**config.mk**
```make
export PLATFORM = sky130hd
export DESIGN_NAME = wire_alu_bank
export DESIGN_NICKNAME = d
export VERILOG_FILES = /design/src/rtl/wire_alu_bank.sv
export SDC_FILE = /design/constraint.sdc
export NUM_CORES = 1
export LEC_CHECK = 0
export ABC_AREA = 1
export CORE_AREA = 2 2 232 405
export DETAILED_ROUTE_END_ITERATION = 8
export DIE_AREA = 0 0 234 407
export PLACE_DENSITY = 0.49
export SYNTH_ARGS = -nofsm -noshare
export SYNTH_HDL_FRONTEND = slang
export SYNTH_SLANG_ARGS = --single-unit
```
**constraint.sdc**
```tcl
create_clock -name okClk -period 16.46 [get_ports okClk]
set_input_delay 2.469 -clock okClk [delete_from_list [all_inputs] [get_ports okClk]]
set_output_delay 2.469 -clock okClk [all_outputs]
set_load 0.02 [all_outputs]
```
**src/rtl/wire_alu_bank.sv**
```systemverilog
`default_nettype none
// +----------------------------------------------------------------------------+
// | Module   : wire_alu_bank                                                   |
// | Purpose  : Bank of NCH add/sub/accumulate/clear channels sharing a single  |
// |            WIDTH+1 bit adder. After a host trigger the operands are        |
// |            latched, the channels are processed one per cycle into a       |
// |            shadow bank, and the whole bank is published to the wire-outs  |
// |            on a single edge together with a done pulse.                    |
// | Ports    : okClk      - host-interface clock, rising edge                  |
// |            reset      - asynchronous active-high reset                     |
// |            trig       - single-cycle start pulse                           |
// |            op_mode    - 00 add, 01 sub, 10 accumulate, 11 clear            |
// |            operand_a  - NCH x WIDTH packed operands, channel k at k*WIDTH  |
// |            operand_b  - same packing as operand_a                          |
// |            result     - published results, same packing                    |
// |            carry      - per-channel carry-out (add/acc) or borrow (sub)    |
// |            busy       - transaction in progress                            |
// |            done       - one-cycle pulse when a snapshot is published       |
// |            overrun    - sticky: trigger seen while busy                    |
// |            seq_count  - completed-transaction counter, wraps silently      |
// | Revision : 1.0 - initial release                                           |
// +----------------------------------------------------------------------------+
module wire_alu_bank #(
  parameter int NCH   = 4,
  parameter int WIDTH = 32,
  parameter int CW    = 8
) (
  input  logic                   okClk,
  input  logic                   reset,
  input  logic                   trig,
  input  logic [1:0]             op_mode,
  input  logic [NCH*WIDTH-1:0]   operand_a,
  input  logic [NCH*WIDTH-1:0]   operand_b,
  output logic [NCH*WIDTH-1:0]   result,
  output logic [NCH-1:0]         carry,
  output logic                   busy,
  output logic                   done,
  output logic                   overrun,
  output logic [CW-1:0]          seq_count
);

  // Channel index needs at least one bit even for a single-channel bank.
  localparam int CHW = (NCH > 1) ? $clog2(NCH) : 1;
  localparam logic [CHW-1:0] LAST_CH = CHW'(NCH - 1);

  localparam logic [1:0] OP_ADD = 2'b00;
  localparam logic [1:0] OP_SUB = 2'b01;
  localparam logic [1:0] OP_ACC = 2'b10;
  localparam logic [1:0] OP_CLR = 2'b11;

  typedef enum logic [1:0] {
    S_IDLE = 2'd0,
    S_RUN  = 2'd1,
    S_PUB  = 2'd2
  } state_t;

  state_t                 state_q,    state_d;
  logic [CHW-1:0]         ch_q,       ch_d;
  logic [1:0]             op_q,       op_d;
  logic [NCH*WIDTH-1:0]   a_q,        a_d;
  logic [NCH*WIDTH-1:0]   b_q,        b_d;
  logic [NCH*WIDTH-1:0]   shadow_q,   shadow_d;
  logic [NCH-1:0]         shadow_c_q, shadow_c_d;
  logic [NCH*WIDTH-1:0]   result_q,   result_d;
  logic [NCH-1:0]         carry_q,    carry_d;
  logic                   busy_q,     busy_d;
  logic                   done_q,     done_d;
  logic                   overrun_q,  overrun_d;
  logic [CW-1:0]          seq_q,      seq_d;

  // Shared arithmetic unit operands for the channel currently selected.
  logic [WIDTH-1:0]       ch_a;
  logic [WIDTH-1:0]       ch_b;
  logic [WIDTH-1:0]       ch_prev;
  logic [WIDTH:0]         ch_sum;

  always_comb begin
    ch_a    = a_q[int'(ch_q)*WIDTH +: WIDTH];
    ch_b    = b_q[int'(ch_q)*WIDTH +: WIDTH];
    // Accumulate reads the published bank, which stays frozen until PUB,
    // so every channel sees its value from before this transaction.
    ch_prev = result_q[int'(ch_q)*WIDTH +: WIDTH];
    ch_sum  = '0;
    case (op_q)
      OP_ADD:  ch_sum = {1'b0, ch_a} + {1'b0, ch_b};
      // With both operands zero-extended, bit WIDTH of the difference is
      // set exactly when a < b, which is the borrow.
      OP_SUB:  ch_sum = {1'b0, ch_a} - {1'b0, ch_b};
      OP_ACC:  ch_sum = {1'b0, ch_prev} + {1'b0, ch_a};
      OP_CLR:  ch_sum = '0;
      default: ch_sum = '0;
    endcase
  end

  always_comb begin
    state_d    = state_q;
    ch_d       = ch_q;
    op_d       = op_q;
    a_d        = a_q;
    b_d        = b_q;
    shadow_d   = shadow_q;
    shadow_c_d = shadow_c_q;
    result_d   = result_q;
    carry_d    = carry_q;
    busy_d     = busy_q;
    done_d     = 1'b0;
    overrun_d  = overrun_q;
    seq_d      = seq_q;

    case (state_q)
      S_IDLE: begin
        if (trig) begin
          a_d       = operand_a;
          b_d       = operand_b;
          op_d      = op_mode;
          ch_d      = '0;
          overrun_d = 1'b0;
          busy_d    = 1'b1;
          state_d   = S_RUN;
        end
      end

      S_RUN: begin
        if (trig) begin
          overrun_d = 1'b1;
        end
        shadow_d[int'(ch_q)*WIDTH +: WIDTH] = ch_sum[WIDTH-1:0];
        shadow_c_d[ch_q]                     = ch_sum[WIDTH];
        if (ch_q == LAST_CH) begin
          ch_d    = '0;
          state_d = S_PUB;
        end else begin
          ch_d    = ch_q + 1'b1;
        end
      end

      S_PUB: begin
        if (trig) begin
          overrun_d = 1'b1;
        end
        // Whole bank moves on one edge so the host never reads a mix of
        // old and new channels.
        result_d = shadow_q;
        carry_d  = shadow_c_q;
        done_d   = 1'b1;
        seq_d    = seq_q + 1'b1;
        busy_d   = 1'b0;
        state_d  = S_IDLE;
      end

      default: begin
        busy_d  = 1'b0;
        state_d = S_IDLE;
      end
    endcase
  end

  always_ff @(posedge okClk or posedge reset) begin
    if (reset) begin
      state_q    <= S_IDLE;
      ch_q       <= '0;
      op_q       <= '0;
      a_q        <= '0;
      b_q        <= '0;
      shadow_q   <= '0;
      shadow_c_q <= '0;
      result_q   <= '0;
      carry_q    <= '0;
      busy_q     <= 1'b0;
      done_q     <= 1'b0;
      overrun_q  <= 1'b0;
      seq_q      <= '0;
    end else begin
      state_q    <= state_d;
      ch_q       <= ch_d;
      op_q       <= op_d;
      a_q        <= a_d;
      b_q        <= b_d;
      shadow_q   <= shadow_d;
      shadow_c_q <= shadow_c_d;
      result_q   <= result_d;
      carry_q    <= carry_d;
      busy_q     <= busy_d;
      done_q     <= done_d;
      overrun_q  <= overrun_d;
      seq_q      <= seq_d;
    end
  end

  assign result    = result_q;
  assign carry     = carry_q;
  assign busy      = busy_q;
  assign done      = done_q;
  assign overrun   = overrun_q;
  assign seq_count = seq_q;

endmodule
`default_nettype wire

```
## Yosys cells after proc, flatten, opt, wreduce, memory -nomap -nowiden

Cells that the tools add are included.

- Output and inout port bits: 143
- Flip-flop bits (word level): 537

- Shift operators: 5
- Add/sub/neg operators: 6
- Reductions and logical operators: 11
- Multiplexer cells: 16
- Eq/ne operators: 9
- Bitwise gates (word level): 1
- Magnitude comparators: 2

Operator list:

| kind | number |
|---|---|
| 128-bit by 8-bit variable part select with 32-bit output | 3 |
| 33-bit one-hot mux with 4 select lines | 1 |
| 128-bit bitwise mux | 1 |
| 32-bit by 33-bit variable shift with 128-bit output, first input constant | 1 |
| 32-bit by 33-bit variable part select with 128-bit output | 1 |
| 32-bit by 32-bit adder with 33-bit output | 2 |
| 7-bit negation with 33-bit output | 1 |
| 32-bit by 32-bit subtractor with 33-bit output | 1 |
| 8-bit by 1-bit adder with 8-bit output, second input constant | 1 |
| 2-bit == test, second input constant | 4 |
| 2-bit two-way mux | 4 |
| 2-bit one-hot mux with 2 select lines | 2 |
| 2-bit AND reduction | 4 |
| 4-bit bitwise mux | 1 |
| 2-bit by 1-bit == test with 1-bit output, second input constant | 2 |
| 2-bit zero test | 2 |
| 1-bit two-way mux | 4 |
| 2-bit != test, second input constant | 2 |
| 1-bit one-hot mux with 2 select lines | 2 |
| 2-bit nonzero test | 2 |
| 2-bit by 3-bit < comparator with 1-bit output, second input constant | 1 |
| 3-bit AND reduction | 1 |
| 2-bit by 1-bit adder with 2-bit output, second input constant | 1 |
| 1-bit demux with 2-bit select | 1 |
| other kinds (5) | 5 |

## Logic depth before layout (Yosys ltp)

- Depth after elaboration: 5
- Depth in mapped cells: 30

## Worst setup path after synthesis

No wires, ideal clock.

- Kind: reg2reg
- Start: reg ch_q[0]
- End: reg shadow_q[104]
- Data arrival time: 3407 ps
- Stages on the path, launching flop included: 22
- Slack: 12970 ps
- Cells stage by stage: dfrtp_1 > buf_6 > buf_4 > buf_4 > buf_2 > buf_2 > nand2_1 > nand2_1 > a21oi_1 > o31ai_1 > ha_1 > inv_1 > fa_1 > inv_1 > nand2_1 > o21ai_0 > nand2_1 > nand2_1 > or2_2 > nand4_1 > or2_2 > o21ai_0

- Word-level cells in the longest chain between the ends: 5
- Elaborated cells between the ends (all ways): 11
- Those cells by class: 4 x add/sub; 5 x shift; 2 x mux

RTL lines:

| item | line | RTL |
|---|---|---|
| start, declared | 58 | `logic [CHW-1:0] ch_q, ch_d;` |
| start signal, assigned | 175 | `ch_q <= ch_d;` |
| 128-bit by 8-bit variable part select with 32-bit output (on tied branches) | 82, 78, 79 |  |
| 32-bit by 32-bit adder with 33-bit output, or another cell as far along | 89 | `OP_ACC: ch_sum = {1'b0, ch_prev} + {1'b0, ch_a};` |
| 33-bit one-hot mux with 4 select lines | 84 | `case (op_q)` |
| 32-bit by 33-bit variable part select with 128-bit output | 127 | `shadow_d[int'(ch_q)*WIDTH +: WIDTH] = ch_sum[WIDTH-1:0];` |
| 128-bit bitwise mux * | 127 |  |
| end signal, assigned | 179 | `shadow_q <= shadow_d;` |
| end, declared | 62 | `logic [NCH*WIDTH-1:0] shadow_q, shadow_d;` |

Every way passes the cells marked *; elsewhere a longest branch is shown, timed or not.
A chain may end at the register's enable or synchronous reset.

## Final worst setup path

- Start: reg ch_q[0]
- End: reg shadow_q[45]

Same word-level chain as after synthesis.

==> results.py <==
metrics = {
    "yosys": {
        "ys_seq_elements": 537,
        "synth-edff-count": 0,
        "syn_area_um2": 27430,
        "ys_warn_count": 0,
        "seq_area_frac_synth_pct": 49.00,
        "yosysTopAreaCell": "dfrtp_1",
        "ys_async_sr_fraction_pct": 100.0,
        "syn_nets": 4017,
        "syn_area_per_cell_um2": 7.406,
        "synth_top_area_share_pct": 49.00,
        "synth_area_leaders": "dfrtp_1, nand2_1, o21ai_0",
        "syn_inst": 3703,
        "synth_ff_type": "dfrtp_1",
        "ys_types": 52,
    },
    "critical_path": {
        "arrival_ns": 6.15,
        "rr_startpoint": "ch_q[0]",
        "path_max_fanout": 77,
        "criticalPathCategory": "reg2reg",
        "cp-start-kind": "flip-flop",
        "required_ns": 17.03,
        "rrSetupSlack_ns": 10.88,
        "reg2reg_depth": 22,
        "critPathCaptureType": "flip-flop",
        "r2r_end": "shadow_q[45]",
        "cp-startpoint": "ch_q[0]",
    },
    "routing": {
        "antenna_left": 0,
        "wl_per_cell_um": 20.23,
        "route.detailed.drc": 0,
        "drt_iter0_drc": 1744,
        "vias": 25305,
        "viasPerCell": 4.824,
        "dr.pass1.iters": 6,
        "wirelength_um": 106200,
    },
    "sta": {
        "setup_viol": 0,
        "min_period_over_period_pct": 33.90,
        "worst_pin_slew_ns": 1.103,
        "finalHoldViolCount": 0,
        "slew_viol_final": 0,
        "fin_crit_ns": 5.579,
        "rsz0062_at_grt": "false",
        "fmax_ghz": 0.1792,
        "finClkSkew_ns": 0.02663,
        "setup_tns_ns": 0,
        "slew_headroom_pct": 26.38,
    },
    "clock_tree": {
        "holdBufCountCts": 0,
        "numCtsBuffers": 54,
        "tritoncts": "yes",
        "cts_resized": 0,
        "clockBufferDepth": 3,
        "postCtsSetupBuffers": 0,
        "clk_latency_ns": 0.64,
        "htreeDepth": 2,
        "clk_pin_slew_ns": 0.07,
        "root_buffer": "clkbuf_16",
        "clkSinkCount": 537,
    },
    "power_and_ir_drop": {
        "p_sw_mw": 3.957,
        "p_total_mw": 7.798,
        "p_per_area_nw_per_um2": 227.1,
        "swShare_pct": 50.74,
        "p_int_mw": 3.841,
        "peakVddDrop_mv": 0.1048,
        "p_clk_share_pct": 16.9,
        "comb_power_share_pct": 56.1,
        "power.share.sequential_pct": 27.0,
        "leakagePower_nw": 17.04,
    },
    "placed_design": {
        "port_buffers": 403,
        "globalplace.congestion": 0.9285,
        "dp_hpwl_um": 75810,
    },
    "outcome": {
        "outcome": "finished clean",
    },
    "finish": {
        "drive_gt1_share_pct": 5.068,
        "fin_nets": 4315,
        "post-route-util_pct": 37.41,
        "syn_to_final_growth_pct": 25.19,
        "final_cell_mix": "nand2_1, dfrtp_1, clkdlybuf4s50_1",
        "final_common_cell": "nand2_1",
    },
    "worst_hold_path": {
        "hold_start": "shadow_q[35]",
        "hold_depth": 2,
        "hp-class": "reg2reg",
        "holdPathEnd": "result[35]",
    },
    "grt": {
        "grt_pass1_wl_um": 160300,
        "track_usage_pct": 22.32,
        "antenna_found_initial": 11,
        "grt.overflow.total": 0,
        "grt_pass1_vias": 25330,
        "grt_max_degree": 165,
    },
    "floorplan": {
        "ios": 404,
        "chipHeight_um": 407,
        "dieArea_um2": 95240,
        "num_rows": 147,
        "start_util_pct": 29.88,
        "core_area_um2": 91780,
        "fp.dieW_um": 234,
    },
    "flow_run": {
        "max-cap-violations": 0,
    },
}
-- state kept, by name, summed over array words and instances (netlist names), 4 cells and up --
| signal | count |
|---|---|
| carry | 4 |
| seq_count | 8 |
| b_q | 128 |
| shadow_c_q | 4 |
| result | 128 |
| shadow_q | 128 |
| a_q | 128 |
-- worst max-delay path: stages (launching register included) --
cell,delay (ns)
dfrtp_4,0.74
inv_6,0.47
buf_4,0.82
nand2_1,0.14
nand3_2,0.13
nand2_4,0.10
ha_1,0.25
nand2_1,0.17
nor2_4,0.07
nand3_1,0.13
xor2_1,0.16
o211ai_1,0.12
ha_1,0.38
nand2_1,0.15
nor2_1,0.30
a21oi_1,0.12
nand2_1,0.21
o21ai_0,0.11
a21oi_1,0.39
nand2_1,0.15
nor2_1,0.15
nand2_1,0.07
nand2_1,0.08
-- synthesized netlist by cell type (all sizes together), types with 13 or more instances --
master / instances
nor2: 209
clkbuf: 138
o211ai: 18
o21ai: 261
a22o: 13
nand3: 179
inv: 239
nand2: 1754
a21oi: 100
o22ai: 36
buf: 58
dfrtp: 537
ha: 52
nand4: 39
-- cell type report --
| type | count | area [um^2] |
|---|---|---|
| multi-input cells | 2729 | 12250 |
| diodes | 9 | 22.52 |
| clock buffers | 77 | 1609 |
| clock inverters | 23 | 256.5 |
| fillers | 9824 | 57450 |
| well taps | 1192 | 1491 |
| flip-flops and latches | 537 | 13450 |
| repair buffers | 438 | 4334 |
| inverters | 241 | 924.6 |
-- power groups by stage --
| stage | Combinational [mW] | Clock (mW) | Sequential, mW |
|---|---|---|---|
| 2_1_floorplan | 2.79 | 0 | 2.11 |
| 3_3_place_gp | 4.38 | 0 | 2.12 |
| 3_5_place_dp | 4.39 | 0 | 2.13 |
| 4_1_cts | 4.41 | 1.35 | 2.11 |
| 5_1_grt | 4.90 | 1.40 | 2.17 |
| 6_report | 4.37 | 1.32 | 2.11 |
-- worst max path at each step --
stage / to / cells after the start
6_report: shadow_q[45] / 22
5_1_grt: shadow_q[122] / 24
4_1_cts: shadow_q[52] / 25
3_5_place_dp: ch_q[1] / 6
3_3_place_gp: ch_q[1] / 6
2_1_floorplan: a_q[0] / 1
-- stage by stage --
step | cells | hold WS [ns] | setup WS (ns) | instance area (um^2)
finish | 5246 | 0.4734 | 10.88 | 34330
global route | 5244 | 0.4895 | 10.42 | 34330
CTS | 5237 | 0.4741 | 10.88 | 34310
detailed placement | 5137 | 0.4582 | 10.23 | 32440
global placement | 5137 | 0.4536 | 10.24 | 32440
floorplan | 3703 | 0.4436 | 6.689 | 27430
-- kinds of logic (layout without fill, tap and decap cells) --
kind of cell	count (synthesis)	in the layout	share of synthesized area (%)
AND/OR/NAND/NOR	2203	2203	32.48
flip-flops	537	537	49.00
AO/OA/AOI/OAI	465	465	9.353
buffers and inverters	437	779	6.465
adder cells (fa/ha/maj)	53	53	2.445
XOR/XNOR	8	8	0.2555
other	0	9	0
-- per-layer routing --
metal	vias up	routed length (um)	GRT usage, %
li1	12328	-	-
met1	12185	45000	28.24
met2	665	53420	39.60
met3	123	4477	2.524
met4	4	3228	6.562
met5	-	25	0
Note: power is estimated with default switching activity, not from simulation.
